### src/rtl/fetch_if.sv
// fetch_if: fetch-stage ROM port, redirect request and instruction handshake
interface fetch_if #(
   parameter int WIDTH  = 16,
   parameter int ADDR_W = 15
);
   logic              en;
   logic              jump_valid;
   logic [ADDR_W-1:0] jump_addr;
   logic [ADDR_W-1:0] rom_addr;
   logic [WIDTH-1:0]  rom_data;
   logic [WIDTH-1:0]  instr;
   logic [ADDR_W-1:0] instr_pc;
   logic              instr_valid;
   logic              instr_ready;
   modport master (
      input  en, jump_valid, jump_addr, rom_data, instr_ready,
      output rom_addr, instr, instr_pc, instr_valid
   );
   modport slave (
      output en, jump_valid, jump_addr, rom_data, instr_ready,
      input  rom_addr, instr, instr_pc, instr_valid
   );
endinterface

### src/rtl/fetch_unit.sv
// fetch_unit: Hack-style fetch stage with PC, jump flush and one-entry skid buffer
module fetch_unit #(
   parameter int                WIDTH    = 16,
   parameter int                ADDR_W   = 15,
   parameter logic [ADDR_W-1:0] RESET_PC = '0
) (
   input  logic    clk,
   input  logic    rst_n,
   fetch_if.master bus
);
   logic [ADDR_W-1:0] pc, resp_pc, skid_pc;
   logic [WIDTH-1:0]  skid;
   logic              resp_v, skid_v, stall, issue;

   assign bus.rom_addr = pc;

   // a new read is only launched when its response is guaranteed a home next cycle
   always_comb begin
      stall = bus.instr_valid && !bus.instr_ready;
      issue = bus.en && !skid_v && !stall && !bus.jump_valid;
   end

   // program counter and tracking of the read currently in the ROM
   always_ff @(posedge clk or negedge rst_n)
      if (!rst_n) begin
         pc      <= RESET_PC;
         resp_v  <= 1'b0;
         resp_pc <= '0;
      end else if (bus.jump_valid) begin
         pc     <= bus.jump_addr;
         resp_v <= 1'b0;
      end else if (issue) begin
         pc      <= pc + 1'b1;
         resp_v  <= 1'b1;
         resp_pc <= pc;
      end else
         resp_v <= 1'b0;

   // route the ROM word to the output or, under backpressure, into the skid slot
   always_ff @(posedge clk or negedge rst_n)
      if (!rst_n) begin
         bus.instr       <= '0;
         bus.instr_pc    <= '0;
         bus.instr_valid <= 1'b0;
         skid            <= '0;
         skid_pc         <= '0;
         skid_v          <= 1'b0;
      end else if (bus.jump_valid) begin
         bus.instr_valid <= 1'b0;
         skid_v          <= 1'b0;
      end else if (resp_v && !stall) begin
         bus.instr       <= bus.rom_data;
         bus.instr_pc    <= resp_pc;
         bus.instr_valid <= 1'b1;
      end else if (resp_v) begin
         skid    <= bus.rom_data;
         skid_pc <= resp_pc;
         skid_v  <= 1'b1;
      end else if (skid_v && !stall) begin
         bus.instr       <= skid;
         bus.instr_pc    <= skid_pc;
         bus.instr_valid <= 1'b1;
         skid_v          <= 1'b0;
      end else if (bus.instr_ready)
         bus.instr_valid <= 1'b0;
endmodule

### src/flat_wrapper.sv
// flat-port wrapper written by rule: the top's interface ports become plain ports
module fetch_unit_flat 
#(
   parameter int                WIDTH    = 16,
   parameter int                ADDR_W   = 15,
   parameter logic [ADDR_W-1:0] RESET_PC = '0
)
  (clk, rst_n, bus_en, bus_jump_valid, bus_jump_addr, bus_rom_data, bus_instr_ready, bus_rom_addr, bus_instr, bus_instr_pc, bus_instr_valid);
  fetch_if #(.WIDTH(WIDTH), .ADDR_W(ADDR_W)) bus_i ();
  input  logic clk;
  input  logic rst_n;
  input wire logic [$bits(bus_i.en)-1:0] bus_en;
  input wire logic [$bits(bus_i.jump_valid)-1:0] bus_jump_valid;
  input wire logic [$bits(bus_i.jump_addr)-1:0] bus_jump_addr;
  input wire logic [$bits(bus_i.rom_data)-1:0] bus_rom_data;
  input wire logic [$bits(bus_i.instr_ready)-1:0] bus_instr_ready;
  output wire logic [$bits(bus_i.rom_addr)-1:0] bus_rom_addr;
  output wire logic [$bits(bus_i.instr)-1:0] bus_instr;
  output wire logic [$bits(bus_i.instr_pc)-1:0] bus_instr_pc;
  output wire logic [$bits(bus_i.instr_valid)-1:0] bus_instr_valid;
  assign bus_i.en = bus_en;
  assign bus_i.jump_valid = bus_jump_valid;
  assign bus_i.jump_addr = bus_jump_addr;
  assign bus_i.rom_data = bus_rom_data;
  assign bus_i.instr_ready = bus_instr_ready;
  assign bus_rom_addr = bus_i.rom_addr;
  assign bus_instr = bus_i.instr;
  assign bus_instr_pc = bus_i.instr_pc;
  assign bus_instr_valid = bus_i.instr_valid;
  fetch_unit #(.WIDTH(WIDTH), .ADDR_W(ADDR_W), .RESET_PC(RESET_PC)) u_core (.clk(clk), .rst_n(rst_n), .bus(bus_i));
endmodule
### config.mk
export PLATFORM = sky130hd
export DESIGN_NAME = fetch_unit_flat
export DESIGN_NICKNAME = d
export VERILOG_FILES = /design/src/rtl/fetch_if.sv /design/src/rtl/fetch_unit.sv /design/src/flat_wrapper.sv
export SDC_FILE = /design/constraint.sdc
export NUM_CORES = 1
export LEC_CHECK = 0
export BUFFER_PORTS_ARGS = -buffer_cell sky130_fd_sc_hd__buf_2
export CORE_MARGIN = 4
export CORE_UTILIZATION = 55
export CTS_CLUSTER_DIAMETER = 120
export CTS_CLUSTER_SIZE = 30
export DETAILED_ROUTE_END_ITERATION = 10
export PLACE_DENSITY = 0.86
export SYNTH_ARGS = -nofsm -noshare
export SYNTH_HDL_FRONTEND = slang
export SYNTH_SLANG_ARGS = --single-unit
### constraint.sdc
create_clock -name clk -period 1.7 [get_ports clk]
set_input_delay 0.085 -clock clk [delete_from_list [all_inputs] [get_ports clk]]
set_output_delay 0.085 -clock clk [all_outputs]
set_load 0.05 [all_outputs]
Word-level counts from Yosys, hierarchy flattened
Cells that the tools add are included.
{"block": "totals", "register_bits": 95, "in_bits": 36, "out_inout_bits": 47, "wordCells": 53}
{"block": "classes", "n_addsub": 1, "n_eq_ne": 3, "muxes": 19, "n_bitwise": 2, "reduce_logical": 19}
{"cell": "$mux 15", "n": 5}
{"cell": "$mux 16", "n": 3}
{"cell": "$add 15x1->15 const B", "n": 1}
{"cell": "$mux 1", "n": 11}
{"cell": "$logic_and 1x1->1", "n": 6}
{"cell": "$reduce_and 2->1", "n": 3}
{"cell": "$reduce_and 3->1", "n": 2}
{"cell": "$logic_not 1->1", "n": 4}
{"cell": "$ne 2x2->1 const B", "n": 2}
{"cell": "$reduce_bool 2->1", "n": 2}
{"cell": "$reduce_bool 4->1", "n": 1}
{"cell": "$ne 3x3->1 const B", "n": 1}
{"cell": "$reduce_bool 3->1", "n": 1}
{"cell": "$not 1->1", "n": 2}

Longest topological paths before layout
Gate-level depths: netlist of run 1.
{"block": "logic_depth", "depth_word": 8, "depth_mapped": 7, "depth_no_buf": 5}

Least setup slack after synthesis of run 1
No wires, ideal clock.
{"block": "synth_timing", "kind": "register -> register", "from": "register u_core.pc[0] (netlist: u_core.bus.rom_addr[0])", "to": "register u_core.pc[14] (netlist: u_core.bus.rom_addr[14])", "setup_ns": 0.082, "t_arrival_ns": 1.852, "t_required_ns": 1.618, "slack_ns": -0.233, "path_stages_with_launch": 6, "path_buffers": 0, "synth_period_minus_slack_ns": 1.933, "path_cell_list": "dfrtp_1 ha_1 and2_1 nand3_2 or4_1 a31oi_1"}
{"block": "synth_via", "elab_chain_cells": 3}
{"element": "from (decl)", "line_no": "fetch_unit.sv:11", "text": "logic [ADDR_W-1:0] pc, resp_pc, skid_pc;"}
{"element": "from (signal assigned)", "line_no": "fetch_unit.sv:30", "text": "pc <= bus.jump_addr;"}
{"element": "from (signal assigned)", "line_no": "fetch_unit.sv:33", "text": "pc <= pc + 1'b1;"}
{"element": "$add 15x1->15", "line_no": "fetch_unit.sv:33"}
{"element": "$mux 15", "line_no": "fetch_unit.sv:32", "text": "end else if (issue) begin"}
{"element": "$mux 15", "line_no": "fetch_unit.sv:29", "text": "end else if (bus.jump_valid) begin"}
No other way between the ends. The select of a mux whose other input is x is not followed.
A chain may end at the register's enable or synchronous reset.

Worst setup path after layout of run 1
{"block": "layout_timing", "from": "register u_core.pc[5] (netlist: u_core.bus.rom_addr[5])", "to": "register u_core.pc[12] (netlist: u_core.bus.rom_addr[12])"}
Same word-level chain as after synthesis.

==> results.md, run 1 <==
- Leakage: ~2.6 nW
- Die area: between 8000 and 9000 um2
- Crit. End Element: flop
- Placement Setup Slack: slightly below 0.1 ns
- Fmax achieved: around 620 MHz
- Yosys reg bits: 95
- I/O pin cnt: 83
- Reg-to-reg critical path startpoint: u_core.bus.rom_addr[5]$_DFFE_PN0P_
- Sequential cell area fraction in the yosys report: 0.574
- Worst Hold End: u_core.bus.rom_addr[13]$_DFFE_PN0P_
- WL/cell: 15.0 um
- Endpoints failing hold: 0
- CP Launch Type: flop
- Area growth syn-to-layout: 27.5%
- Number of port buffers: a little over 80
- Vias in the first global route: 3261
- Max Cap Viol: 0
- 1st-iter DRT viols: 140
- Share of flip-flops with an asynchronous set or reset: 1.00
- Drt total wl: between 8000 and 9000 um
- Routed wl met3: about 460 um
- Synthesized area: just over 4000 um2
- Clock sinks: 95
- Top post-synthesis cells by area: dfrtp_1 57%, mux2_2 8.7%, mux2i_1 7.7%
- H-tree depth: 3
- Crit path required time: about 2 ns
- HP Class: in2reg
- Final worst slack: 0.0808 ns
- Post-route ant nets: 0
- Yosys top cell area share: 0.574
- Core box area: roughly 7300 um2
- Outcome: completed
- CTS tree: built
- Final Max Slew Viols: 0
- Met2 wire len: ~4500 um
- RSZ-0062 raised after global routing: false
- Total number of vias: about 3200
- M1 wire length: roughly 3900 um
- R2R depth: 4
- Period utilization: 0.952
- First-pass GRT wire length: between 15000 and 20000 um
- Power Density: about 1200 nW/um2
- Origin of the worst min-delay path: bus_jump_addr[13]
- Clk root buf: clkbuf_8
- Worst Hold Depth: 3
- N_diodes: 0
- All-Layer GR Usage: 0.221
- WS Path Type: reg2reg
- Cell Count Post-Placement: 550
- Die boundary width: about 95 um
- Worst-skew pair later-pin latency: between 0.3 and 0.4 ns
- Maximum VDD drop: approximately 0.55 mV
- Slew HR: 0.724
- Mapped Cells: between 300 and 400
- DR DRC count: 0
- Yosys warnings: 0
- Die H: between 90 and 100 um
- Grt total ovfl: 0
- Synth Area per Inst: 11.1 um2
- Most frequent cells in the layout: 88 x dfrtp_1, 81 x buf_2, 56 x nand2_1, 38 x nor2_1, 34 x a21oi_1
- Most common cell after layout, fill and taps aside: dfrtp_1
- Worst Hold Slack: approximately 0.011 ns
- Placer Congestion: just under 0.9
- Row Count: 31
- Final nets: ~530
- Slew of the pin with the lowest slew margin: approximately 0.41 ns
- CP arrival: ~1.9 ns
- Drt pass-1 iters: 4
- Sum of negative setup slack: 0 ns
- Skew final: between 0.007 and 0.008 ns
- Top sig layer: met4
- DP Wirelength: 6030 um
- R2R Path End: u_core.bus.rom_addr[12]$_DFFE_PN0P_
- Syn nets: about 410
- Reg-to-reg setup timing slack: about 0.081 ns
- CTS clk-pin slew, worst paths: ~0.09 ns
- Final worst path period need: 1.62 ns
- Crit-path max FO: 14
- Final setup violation count: 0
- Main synth FF type: dfrtp_1
- Yosys top cell by area: dfrtp_1
- Initial antenna violation count: 0
- Cell Count, Final, Fillers Out: 598
- Number of flops mapped to enable cells by yosys: 0
- Distinct cells, synth: 39
- Share of layout cells above drive strength 1: 0.329
- Largest net degree at the start of global routing: 63
- CTS max path bufs: 2
- Total CTS buffers: 9
- Avg Vias per Cell: 5.33
- Initial Utilization: 0.568
## timing repair
item / CTS / global route
resized for setup: 0 / 1
setup endpoints to repair: 0 / 3
hold buffers: 30 / 0
setup buffers: 0 / 2
hold endpoints to repair: 85 / 0
## routing by layer
| metal | up-vias | track usage |
|---|---|---|
| li1 | 1549 | - |
| met3 | 17 | 0.0494 |
| met5 | - | 0 |
| met2 | 72 | 0.362 |
| met1 | 1548 | 0.291 |
| met4 | 0 | 0.0757 |
## stage by stage
stage                      util  power (mW)  instance area (um2)
after floorplan               -        4.22                 4150
after global placement    0.655        4.69                 4780
after detailed placement  0.655        4.75                 4780
after CTS                 0.721        6.17                 5260
after global routing      0.724        6.49                 5280
final                     0.724        6.14                 5280
## cells in the mapped netlist, drive strengths merged (3+ instances only)
master	n
o31ai	4
o311ai	3
o211ai	3
dfrtp	95
a21oi	34
mux2i	32
or4	5
inv	3
or3	3
nor2	39
nand3	9
buf	12
nand2	57
clkbuf	8
mux2	32
a31oi	5
o21ai	7
## sequential cells by signal (all words and copies together), names as in the netlist
name                    flops
u_core.skid_pc             15
u_core.resp_pc             15
u_core.skid                16
u_core.resp_v               1
u_core.bus.rom_addr        15
u_core.bus.instr_valid      1
u_core.bus.instr           16
u_core.skid_v               1
u_core.bus.instr_pc        15
## kinds of logic (layout without fill, tap and decap cells)
group                      count (synthesis)  count (layout)  share of synthesized area
AOI/OAI and AO/OA                         61              61                     0.0867
buffers and inverters                     23             150                     0.0266
adders and majority gates                  1               1                    0.00302
DFF                                       95              95                      0.574
and+or+nand+nor                          125             125                      0.139
xor gates and xnor gates                   3               3                    0.00635
muxes                                     64              64                      0.164
## final cells by class
class                      count  area, um2
sequential                    95       2390
clock buffer                  12        155
multi-input combinational    254       1670
timing repair buffer         131        906
tap                           99        124
fill                         535       2010
inverter                       3       11.3
clock inverter                 4       28.8
## power by group
group / internal [mW] / switching, mW
Sequential: 2.66 / 0.244
Combinational: 0.584 / 1.27
Clock: 0.615 / 0.766
## worst max-delay path: stages (launching register included)
cell and delay [ns]:
dfrtp_2 0.42, and3_4 0.23, nand3_4 0.15, or4_1 0.54, a31oi_1 0.20
## worst max path at each step
stage                                       startpoint                                   to  slack [ns]
CTS                 u_core.bus.rom_addr[0]$_DFFE_PN0P_  u_core.bus.rom_addr[14]$_DFFE_PN0P_        0.07
global placement    u_core.bus.rom_addr[0]$_DFFE_PN0P_  u_core.bus.rom_addr[14]$_DFFE_PN0P_        0.11
floorplan           u_core.bus.rom_addr[0]$_DFFE_PN0P_  u_core.bus.rom_addr[14]$_DFFE_PN0P_       -0.06
detailed placement  u_core.bus.rom_addr[0]$_DFFE_PN0P_  u_core.bus.rom_addr[14]$_DFFE_PN0P_         0.1
global route        u_core.bus.rom_addr[1]$_DFFE_PN0P_  u_core.bus.rom_addr[12]$_DFFE_PN0P_       0.002
finish              u_core.bus.rom_addr[5]$_DFFE_PN0P_  u_core.bus.rom_addr[12]$_DFFE_PN0P_        0.08
No activity file was read; power rests on OpenSTA's default activity.
==> inputs of run 2 (changes only) <==
CELL_PAD_IN_SITES_DETAIL_PLACEMENT = 0   (was not set)
CELL_PAD_IN_SITES_GLOBAL_PLACEMENT = 1   (was not set)
CORE_UTILIZATION = 43   (was 55)
==> run 2 against run 1 <==
- cell count is 4.8% higher
- first-iteration DRC count is 10% lower
- via count is 1.5% lower
- setup slack worse by 0.0083 ns
- highest routed layer unchanged
==> results.md, run 2 (synthesized netlist as in run 1, its figures left out) <==
- Vias in the first global route: roughly 3200
- Critical path's slowest cell: or4_1
- Clk root buf: clkbuf_8
- Total number of vias: approximately 3100
- Max Cap Viol: 0
- Row Count: 35
- Post-route ant nets: 0
- Placer Congestion: 0.892
- Final nets: between 500 and 600
- 1st-iter DRT viols: roughly 130
- Maximum VDD drop: ~0.63 mV
- Share of layout cells above drive strength 1: 0.327
- Worst-skew pair later-pin latency: about 0.35 ns
- Slew of the pin with the lowest slew margin: between 0.4 and 0.5 ns
- RSZ-0062 raised after global routing: false
- Most frequent cells in the layout: 88 x dfrtp_1, 81 x buf_2, 56 x nand2_1, 38 x nor2_1, 34 x a21oi_1
- Crit. End Element: flop
- Number of port buffers: 82
- Largest net degree at the start of global routing: 63
- Final Max Slew Viols: 0
- Power Density: roughly 1200 nW/um2
- Routed wl met3: roughly 380 um
- DP Wirelength: around 6200 um
- H-tree depth: 3
- Leakage: 2.64 nW
- Worst path top cell family by delay: simple AND/OR/NAND/NOR gates
- Final setup violation count: 0
- Drt total wl: just over 9000 um
- CTS max path bufs: 2
- Outcome: completed
- Die area: approximately 11000 um2
- Endpoints failing hold: 0
- WL/cell: around 14 um
- HP Class: in2reg
- Met2 wire len: about 4500 um
- CP arrival: 1.91 ns
- Final worst path period need: about 1.6 ns
- Clock sinks: 95
- First-pass GRT wire length: between 15000 and 20000 um
- Critical path, cell by cell: ha_1 -> and2_1 -> nand3_4 -> or4_1 -> a31oi_1
- Most common cell after layout, fill and taps aside: dfrtp_1
- CTS clk-pin slew, worst paths: about 0.09 ns
- M1 wire length: 4110 um
- Total CTS buffers: 9
- Period utilization: 0.957
- Slew HR: 0.715
- Fmax achieved: approximately 600 MHz
- Area growth syn-to-layout: 29.6%
- Initial Utilization: 0.444
- WS Path Type: reg2reg
- Largest stage delay on the critical path: between 0.4 and 0.5 ns
- Drt pass-1 iters: 4
- Crit-path max FO: 7
- DR DRC count: 0
- Storage cell area: about 2400 um2
- Die H: 106 um
- CP Launch Type: flop
- Initial antenna violation count: 0
- Skew final: between 0.009 and 0.01 ns
- Multi-input logic area: 1680 um2
- CTS tree: built
- Reg-to-reg setup timing slack: approximately 0.072 ns
- Grt total ovfl: 0
- All-Layer GR Usage: 0.174
- N_diodes: 0
- Biggest regs: u_core.bus.instr (16), u_core.skid (16)
- Avg Vias per Cell: roughly 5
- Sum of negative setup slack: 0 ns
- Crit path buf inv count: 0
- Total power: around 6.4 mW
- Filler cells: 813
- Crit path required time: 1.98 ns
- Top sig layer: met4
- Core box area: roughly 9300 um2
- I/O pin cnt: 83
- Die boundary width: about 110 um
-- run 2: timing repair --
action | CTS | global route
resized for setup | 0 | 2
hold endpoints to repair | 90 | 0
setup buffers | 0 | 1
hold buffers | 31 | 0
setup endpoints to repair | 0 | 1
-- run 2: cell type report --
| type | instances | share of cell area |
|---|---|---|
| clock buffers | 10 | 0.0257 |
| clock inverters | 5 | 0.0152 |
| inverters | 3 | 0.00210 |
| multi-input cells | 254 | 0.313 |
| flip-flops and latches | 95 | 0.445 |
| well taps | 129 | 0.0301 |
| repair buffers | 131 | 0.169 |
-- run 2: power by group --
part	total [mW]	internal [mW]	switching [mW]
combinational	1.85	0.584	1.26
clock	1.63	0.864	0.770
sequential	2.90	2.66	0.248
-- run 2: stage by stage --
step                cell area [um2]  hold slack (ns)  worst slack (ns)  std cells  utilization
finish                         5370           0.0197            0.0725        627        0.575
global route                   5370          0.00589            0.0184        627        0.575
CTS                            5350          0.00729            0.0323        626        0.573
detailed placement             4820          -0.0225            0.0503        580        0.517
global placement               4820          -0.0238             0.103        580        0.517
floorplan                      4150           -0.211           -0.0628        372            -
-- run 2: metal layers --
layer,vias to the layer above,global-route usage
met4,0,0.0583
met5,-,0
met1,1521,0.238
li1,1547,-
met2,64,0.278
met3,7,0.0322
-- run 2: worst register-to-register path, stage by stage (launching register included) --
cell	delay, ns
dfrtp_2	0.41
ha_1	0.19
and2_1	0.20
nand3_4	0.12
or4_1	0.48
a31oi_1	0.16
-- run 2: path summary, 6_finish.rpt --
check / from / to / depth (start not counted)
max in group asynchronous: rst_n / u_core.skid[15]$_DFFE_PN0P_ / 3
worst max register to register: u_core.bus.rom_addr[0]$_DFFE_PN0P_ / u_core.bus.rom_addr[14]$_DFFE_PN0P_ / 5
worst min register to register: u_core.resp_pc[11]$_DFFE_PN0P_ / u_core.resp_pc[11]$_DFFE_PN0P_ / 2
worst max-delay path: u_core.bus.rom_addr[0]$_DFFE_PN0P_ / u_core.bus.rom_addr[14]$_DFFE_PN0P_ / 5
worst min-delay path: bus_jump_addr[13] / u_core.bus.rom_addr[13]$_DFFE_PN0P_ / 3
min in group asynchronous: rst_n / u_core.bus.rom_addr[10]$_DFFE_PN0P_ / 2
==> inputs of run 3 (changes only) <==
ABC_AREA = 0   (was not set)
CORE_ASPECT_RATIO = 1.25   (was not set)
==> run 3 against run 2 <==
- die area hardly changed
- routed wire length is 0.69% lower
- sequential cell count stayed put
- count of clock-buffer cells in the layout is 1 higher
- cell count is 2.2% lower
- utilization is 0.12 points higher
- sequential share of layout area is 0.18 points higher
- clock power is 11% higher
- via count is 0.25% lower
- first-iteration DRC count is 19% lower
- critical endpoint is now u_core.skid_pc[12]$_DFFE_PN0P_
- largest cell class unchanged
==> results.md, run 3 (synthesized netlist as in run 1, its figures left out) <==
- Row Count: 39
- Final nets: 523
- Endpoints failing hold: 0
- Worst-skew pair later-pin latency: 0.33 ns
- I/O pin cnt: 83
- Drt pass-1 iters: 4
- Core box area: approximately 9300 um2
- Clk root buf: clkbuf_16
- WS Path Type: reg2reg
- Placer Congestion: 0.823
- H-tree depth: 3
- CTS max path bufs: 2
- WL/cell: between 10 and 15 um
- Crit-path max FO: 31
- Number of port buffers: 82
- Grt total ovfl: 0
- Clock sinks: 95
- Post-CTS setup buffer count: 0
- Total number of vias: ~3100
- CTS clk-pin slew, worst paths: approximately 0.060 ns
- Fmax achieved: between 600 and 700 MHz
- Die H: approximately 120 um
- DR DRC count: 0
- Final setup violation count: 0
- Final worst path period need: 1.62 ns
- All-Layer GR Usage: 0.171
- HP Class: in2reg
- Cell Count, Final, Fillers Out: 613
- Max Cap Viol: 0
- Slew of the pin with the lowest slew margin: around 0.4 ns
- Slew HR: 0.730
- Final Max Slew Viols: 0
- Maximum VDD drop: ~0.54 mV
- Skew final: between 0.008 and 0.009 ns
- Outcome: completed
- Worst Hold Slack: approximately 0.0087 ns
- CTS tree: built
- N_diodes: 0
- Power Density: 1230 nW/um2
- Leakage: 2.63 nW
- Initial Utilization: 0.447
- Avg Vias per Cell: 5.11
- Period utilization: 0.954
- Drt total wl: between 9000 and 10000 um
- Crit path required time: ~1.9 ns
- Vias in the first global route: between 3000 and 4000
- 1st-iter DRT viols: just over 100
- Area growth syn-to-layout: 29.1%
- Filler cells: around 810
- Post-route ant nets: 0
- Initial antenna violation count: 0
- Crit. End Element: flop
- CP Launch Type: flop
- Cell Count Post-Placement: 573
- Largest net degree at the start of global routing: 63
- DP Wirelength: about 6300 um
- Most frequent cells in the layout: 88 x dfrtp_1, 81 x buf_2, 56 x nand2_1, 38 x nor2_1, 34 x a21oi_1
- CP arrival: 1.84 ns
- Biggest regs: u_core.bus.instr (16), u_core.skid (16)
- First-pass GRT wire length: between 15000 and 20000 um
- Share of layout cells above drive strength 1: 0.329
- Most common cell after layout, fill and taps aside: dfrtp_1
- Die boundary width: ~96 um
- Die area: 11300 um2
- Total CTS buffers: 9
==> run 3: cell types whose count changed in the layout (fill, tap and decap cells not counted) <==
cell	previous run	this run
inv_6	1	0
and2_1	1	0
dlygate4sd3_1	31	25
clkbuf_8	10	1
bufinv_16	2	0
and2_4	0	1
buf_4	15	12
clkbuf_16	0	9
clkbuf_1	0	1
clkinv_2	1	3
buf_12	4	5
==> run 3: area by class of cell <==
class | instances | area (um2) | share of cell area
inverter | 3 | 11.3 | 0.00211
clock buffer | 11 | 243 | 0.0454
timing repair buffer | 123 | 846 | 0.158
clock inverter | 4 | 22.5 | 0.00421
tap | 123 | 154 | 0.0288
multi-input combinational | 254 | 1680 | 0.315
sequential | 95 | 2390 | 0.446
==> run 3: metrics by stage <==
step                setup WS (ns)  utilization  power, mW  setup TNS (ns)  area (um2)
floorplan                 -0.0628            -       4.22         -0.0628        4150
global placement           0.0992        0.519       4.70               0        4820
detailed placement         0.0599        0.519       4.76               0        4820
CTS                        0.0384        0.575       6.63               0        5330
global route             -0.00277        0.576       6.90        -0.00277        5340
finish                     0.0777        0.576       6.55               0        5340
==> run 3: layer usage <==
layer,vias up,wire [um],GRT usage
met4,0,206,0.0819
li1,1532,-,-
met5,-,0,0
met2,75,4560,0.284
met3,16,344,0.0224
met1,1508,3910,0.216
==> run 3: worst paths after layout <==
check,from,endpoint,slack [ns],depth (start not counted)
worst max-delay path,u_core.bus.instr_valid$_DFFE_PN0P_,u_core.skid_pc[12]$_DFFE_PN0P_,0.08,5
worst min-delay path,bus_jump_addr[8],u_core.bus.rom_addr[8]$_DFFE_PN0P_,0.009,3
worst max register to register,u_core.bus.instr_valid$_DFFE_PN0P_,u_core.skid_pc[12]$_DFFE_PN0P_,0.08,5
worst min register to register,u_core.resp_pc[12]$_DFFE_PN0P_,u_core.resp_pc[12]$_DFFE_PN0P_,0.50,2
max in group asynchronous,rst_n,u_core.bus.instr_valid$_DFFE_PN0P_,0.98,3
min in group asynchronous,rst_n,u_core.bus.rom_addr[8]$_DFFE_PN0P_,0.14,2
==> run 3: worst max-delay path, stage by stage, from the launching register on <==
cell     delay (ns)
dfrtp_2        0.37
and2b_1        0.27
nand2_1        0.15
nor2_4         0.12
buf_12         0.22
mux2_2         0.36
==> run 3: timing repair <==
| action | CTS | global route |
|---|---|---|
| hold buffers | 25 | 0 |
| hold endpoints to repair | 119 | 0 |
| gates resized for setup | 0 | 3 |
| setup endpoints to repair | 0 | 3 |
==> run 3: report_power, final <==
part	internal, mW	leakage, nW	switching (mW)
clock network	1.02	0.131	0.793
registers	2.66	1.17	0.257
logic	0.573	1.33	1.25
total	4.25	2.63	2.30
